**config.mk**
```make
export PLATFORM = sky130hd
export DESIGN_NAME = gameover_sequencer
export DESIGN_NICKNAME = d
export VERILOG_FILES = /design/src/rtl/gameover_sequencer.sv
export SDC_FILE = /design/constraint.sdc
export NUM_CORES = 1
export LEC_CHECK = 0
export ABC_AREA = 1
export CAP_MARGIN = 15
export CELL_PAD_IN_SITES_DETAIL_PLACEMENT = 1
export CELL_PAD_IN_SITES_GLOBAL_PLACEMENT = 2
export CORE_ASPECT_RATIO = 1.4
export CORE_MARGIN = 1
export CORE_UTILIZATION = 30
export DETAILED_ROUTE_END_ITERATION = 7
export GPL_ROUTABILITY_DRIVEN = 1
export PLACE_DENSITY = 0.74
export SYNTH_ARGS = -nofsm -noshare
export SYNTH_HDL_FRONTEND = slang
export SYNTH_SLANG_ARGS = --single-unit
```
**constraint.sdc**
```tcl
create_clock -name clk -period 1.7 [get_ports clk]
set_clock_uncertainty 0.1 [all_clocks]
set_input_delay 0.425 -clock clk [delete_from_list [all_inputs] [get_ports clk]]
set_output_delay 0.425 -clock clk [all_outputs]
set_load 0.1 [all_outputs]
```
**src/rtl/gameover_sequencer.sv**
```systemverilog
// Game-flow controller: TITLE -> PLAY -> ARM -> GAMEOVER -> TITLE.
// Produces the per-frame timer tick from VGA vsync, launches the game-over
// timer on player death and leaves the game-over screen when the timer
// expires, or after a bounded number of frames if it never does.
module gameover_sequencer #(
    parameter bit          VSYNC_ACTIVE_LOW = 1'b1,
    parameter int unsigned MAX_WAIT_TICKS   = 255
) (
    input  logic       clk,
    input  logic       reset,
    input  logic       vsync,
    input  logic       start_btn,
    input  logic       player_dead,
    input  logic       timer_done,
    output logic       timer_start,
    output logic       timer_tick,
    output logic       game_reset,
    output logic       game_active,
    output logic       gameover_display,
    output logic [1:0] state,
    output logic       timeout_flag
);

    typedef enum logic [1:0] {
        TITLE    = 2'd0,
        PLAY     = 2'd1,
        ARM      = 2'd2,
        GAMEOVER = 2'd3
    } state_t;

    // Vsync level while no frame boundary is in progress, and the level the
    // line moves to at the frame boundary we tick on.
    localparam logic       IDLE_LVL = VSYNC_ACTIVE_LOW;
    localparam logic       ACT_LVL  = ~VSYNC_ACTIVE_LOW;
    localparam logic [7:0] MAX_WAIT = 8'(MAX_WAIT_TICKS);

    state_t     state_q;
    logic       vs_sync1;
    logic       vs_sync2;
    logic       vs_edge_q;
    logic [7:0] wait_cnt;

    assign state = state_q;

    // Vsync synchronizer and active-edge detector producing a one-cycle tick.
    // NOTE: sequential state uses non-blocking assignments so every flop samples
    // the pre-edge value of its neighbours; blocking here would collapse the
    // synchronizer chain into a single stage.
    always_ff @(posedge clk) begin
        if (reset) begin
            // Idle level everywhere so releasing reset cannot fake an edge.
            vs_sync1   <= IDLE_LVL;
            vs_sync2   <= IDLE_LVL;
            vs_edge_q  <= IDLE_LVL;
            timer_tick <= 1'b0;
        end else begin
            vs_sync1   <= vsync;
            vs_sync2   <= vs_sync1;
            vs_edge_q  <= vs_sync2;
            timer_tick <= (vs_sync2 == ACT_LVL) && (vs_edge_q != ACT_LVL);
        end
    end

    // Game-flow FSM; every output is registered and updated on the transition
    // into the state it belongs to.
    // NOTE: reset here is synchronous, so it only takes effect on a clock edge;
    // the clock must run while reset is held.
    always_ff @(posedge clk) begin
        if (reset) begin
            state_q          <= TITLE;
            timer_start      <= 1'b0;
            game_reset       <= 1'b0;
            game_active      <= 1'b0;
            gameover_display <= 1'b0;
            timeout_flag     <= 1'b0;
            wait_cnt         <= 8'd0;
        end else begin
            // Pulse outputs default low; only a transition raises them.
            timer_start <= 1'b0;
            game_reset  <= 1'b0;
            case (state_q)
                TITLE: begin
                    if (start_btn) begin
                        state_q     <= PLAY;
                        game_reset  <= 1'b1;
                        game_active <= 1'b1;
                    end
                end
                PLAY: begin
                    if (player_dead) begin
                        state_q          <= ARM;
                        timer_start      <= 1'b1;
                        game_active      <= 1'b0;
                        gameover_display <= 1'b1;
                    end
                end
                ARM: begin
                    // The timer loads on this edge, so timer_done is not
                    // looked at until its fresh value is visible.
                    state_q  <= GAMEOVER;
                    wait_cnt <= 8'd0;
                end
                GAMEOVER: begin
                    if (timer_done) begin
                        state_q          <= TITLE;
                        gameover_display <= 1'b0;
                    end else if (wait_cnt == MAX_WAIT) begin
                        state_q          <= TITLE;
                        gameover_display <= 1'b0;
                        timeout_flag     <= 1'b1;
                    end else if (timer_tick && (wait_cnt != 8'hFF)) begin
                        wait_cnt <= wait_cnt + 8'd1;
                    end
                end
                default: begin
                    state_q <= TITLE;
                end
            endcase
        end
    end

endmodule

```
After elaboration in Yosys (flattened, before gate mapping)
Index checks and enable logic that the tools add are counted.

Equal/unequal tests: 11. $add $sub $neg: 1. Muxes and demuxes: 18. Reduce and logical (&&, ||, !) cells: 13. Bitwise operators: 4.

Operators by type and width (number): $mux W8 (3); $pmux W8 S2 (1); $reduce_and A3 Y1 (4); $ne A2 B2 Y1 const B (5); $add A8 B1 Y8 const B (1); $eq A8 B8 Y1 const B (1); $mux W2 (4); $ne A8 B8 Y1 const B (1); $pmux W2 S4 (1); $mux W1 (7); $reduce_bool A2 Y1 (3); $eq A2 B2 Y1 const B (2); $not A1 Y1 (4); $pmux W1 S2 (2); $reduce_and A4 Y1 (1); $reduce_or A2 Y1 (2); $ne A3 B3 Y1 const B (1); $eq A2 B1 Y1 const B (1); $logic_and A1 B1 Y1 (2); $logic_not A2 Y1 (1).

Input bits: 6. Bits in registers: 19. Output and inout port bits: 8. Logic and storage cells: 58.

Logic depth before layout (Yosys ltp)
Word-level depth: 6. Depth in mapped cells: 10. Mapped depth without buffers: 9.

Least setup slack after synthesis
Ideal clock, no wire load.

Path kind: reg2reg. Start: register state_q[1], in the netlist state[1]. End: register wait_cnt[5]. Library setup time: 0.114 ns. Arrival: 2.056 ns. Setup slack: -0.570 ns. Period minus slack after synthesis: 2.270 ns. Required time: 1.486 ns. Buffers on the path: 1. Cell stages (with the launch flop): 10. Cells stage by stage: dfxtp_1 > ha_1 > inv_1 > nor2_4 > nand3_4 > nand2_4 > buf_6 > nand2_2 > nand2_1 > nor2_1.

Cells in the longest elaborated chain, start to end: 3. Elaborated cells on any way between the ends: 8. Those cells by class: eq/ne (5); mux (1); reduce/logical (2).

Ends and longest elaborated chain: from (decl) (line 37) `state_t state_q;`; from (signal assigned) (line 70) `state_q <= TITLE;`; from (signal assigned) (line 84) `state_q <= PLAY;`; from (signal assigned) (line 91) `state_q <= ARM;`; $eq A2 B2 Y1 (line 81) `case (state_q)`; $ne A2 B2 Y1 (no line) or $reduce_bool A2 Y1 (tied branches); $reduce_and A4 Y1 (no line); to (signal assigned) (line 112) `wait_cnt <= wait_cnt + 8'd1;`; to (decl) (line 41) `logic [7:0] wait_cnt;`.

Parallel ways exist; a longest one is shown, timed or not. A chain may end at the register's enable or synchronous reset.

Final worst setup path
Start: register state_q[1], in the netlist state[1]. End: register wait_cnt[6].

The elaborated chain is that of the path after synthesis.

==> run metrics <==
outcome=finished clean; Layout area overhead=35.8%; CP Cell Sequence=ha_2 > inv_1 > nor2_4 > nand3_4 > nand2_4 > o21ai_0 > inv_1 > nor2_1; largest net degree at the start of global routing=12; clock slew at reported path FFs=70 ps; CTS buffer count=3; CP dominant cell by count=inv_1; final wirelength=around 2.2 mm; Routed WL per cell=12.4 um; Final period util=0.903; post-layout min period=1540 ps; Multi-input gate area=503 um^2; die width=49.5 um; post-synth top area cell=dfxtp_1; syn_area_per_cell=7.82 um^2; Yosys top cell area share=0.402; Worst Path Required=1760 ps; main area contributors after synthesis=dfxtp_1, nand2_1, ha_1; synthesized area=946 um^2; Worst setup SP type=flip-flop; number of routed nets with antenna violations=0; CP Capture Type=flip-flop; # clock sinks=19; y dimension of the die=68.4 um; initial antenna violation count=0; I/O pin cnt=14; Layout Utilization=0.438; unrepaired setup endpoints after global routing=false; most frequent cell after synthesis=nand2_1; critical path arrival=1600 ps; pre-CTS setup slack=-30.1 ps; Routability Congestion=approximately 0.74; final hold vios=0; # DRC=0; max incr delay on CP=390 ps; Post-synth EDFFs=0; root buf cell=clkbuf_8; Rel. slew slack=0.845; Max Clock Freq=about 650 MHz; Detailed Routing Iterations Pass 1=2; setup TNS=0 ps; critical path type=reg2reg; first-pass GRT wire length=3.77 mm; core area=2940 um^2; sequential share of the synthesized area=0.402; Clock Path Buffers=2; Final Worst Setup Slack=165 ps; fill cell count=368; Worst R2R Setup Slack=160 ps; Final Setup Violations=0; main flop type after synthesis=dfxtp_1; FF/Latch Area=389 um^2; Min Hold Slack=roughly 300 ps; Synth Register Bits=19; H-tree levels=1; max cap viols=0; pwr dens=1470 nW/um^2; Synth Instances=121; n_diodes=0; FFs w/ async S/R, synth=0; DR iter-0 viols=11; total global routing overflow=0; postcts setup bufs=0; row cnt=23; Die ar.=3380 um^2; layout cells sized above 1=0.248; slowest CP cell=dfxtp_4; Initial Util=0.322; clk_lat worst skew=260 ps; PortBufs=13; vias=816; HPWL Detailed=between 1.5 and 2 mm; post-synth cell types=24; Static Leak=0.000540 uW; fin. max-slew vios=0; syn_nets=133; Max Fanout on Critical Path=11; Pwr Total=1890 uW; worst min path class=reg2reg; worst slew pin tran=232 ps; CTS tree=built; Post-synth top cells=nand2_1, dfxtp_1, inv_1; Vias/cell=4.58; Max IR drop VDD=between 0.9 and 1 mV; Nets=about 150; Ys Warns=0; GRT Total Usage=0.152; number of global-route vias before repair=859
==> layout by cell type, fill, tap and decap left out, drive strengths merged, types with 2 or more instances in the layout <==
cell type and n:
nor3 2, clkbuf 3, buf 13, ha 6, nor2 14, nand3 7, clkdlybuf4s50 5, nand2 32
or2 3, o21ai 3, a21oi 12, inv 14, dfxtp 19
==> logic make-up after synthesis <==
family | Yosys count | share of synthesized area
adder cells (fa/ha/maj) | 6 | 0.0794
buffers and inverters | 16 | 0.0714
AO/OA/AOI/OAI | 20 | 0.118
flip-flops | 19 | 0.402
AND/OR/NAND/NOR | 59 | 0.320
XOR/XNOR | 1 | 0.00926
==> power breakdown <==
group / leakage, uW / total [uW] / switching [uW] / internal [uW]
sequential: 0.000157 / 600 / 77.8 / 522
combinational: 0.000357 / 968 / 626 / 343
clock: 0.0000255 / 322 / 159 / 163
total: 0.000540 / 1890 / 863 / 1030
==> metrics by stage <==
step                instances  cell area [um^2]
detailed placement        174              1240
global placement          174              1240
global route              178              1280
floorplan                 121               957
CTS                       178              1280
finish                    178              1280
==> per-layer routing <==
metal | global-route usage | part of all wire
met3 | 0.0356 | 0.034
met1 | 0.150 | 0.40
met4 | 0.0857 | 0.020
met2 | 0.291 | 0.54
met5 | 0 | 0
==> repair_timing <==
action	in CTS	in global routing
endpoints found under the setup margin	0	2
hold buffers	0	0
resized for setup	0	1
==> final timing paths <==
check                                      startpoint                        to  cells after the start
worst max-delay path            state[1]$_SDFFE_PP0P_  wait_cnt[6]$_SDFFE_PP0P_                      8
worst min-delay path             vs_edge_q$_SDFF_PP1_     timer_tick$_SDFF_PP0_                      2
worst max register to register  state[1]$_SDFFE_PP0P_  wait_cnt[6]$_SDFFE_PP0P_                      8
worst min register to register   vs_edge_q$_SDFF_PP1_     timer_tick$_SDFF_PP0_                      2
==> sequential cells by signal, indices dropped and copies added (netlist names) <==
name / flops
timer_tick: 1
vs_sync1: 1
game_active: 1
gameover_display: 1
vs_edge_q: 1
game_reset: 1
wait_cnt: 8
vs_sync2: 1
timer_start: 1
state: 2
timeout_flag: 1
==> area by class of cell <==
type / instances / area share
Clock inverter: 1 / 0.00389
Clock buffer: 3 / 0.0321
Inverter: 14 / 0.0409
Timing Repair Buffer: 18 / 0.193
Multi-Input combinational cell: 86 / 0.391
Sequential cell: 19 / 0.303
Tap cell: 37 / 0.0360
==> worst max-delay path: cells and delay by family, from the launching register on <==
family                   cells  cell delay, ps
adder cells (fa/ha/maj)      1             240
flip-flops                   1             390
AND/OR/NAND/NOR              4             440
buffers and inverters        2             180
AO/OA/AOI/OAI                1             100
Power figures use the tool's default switching activity.
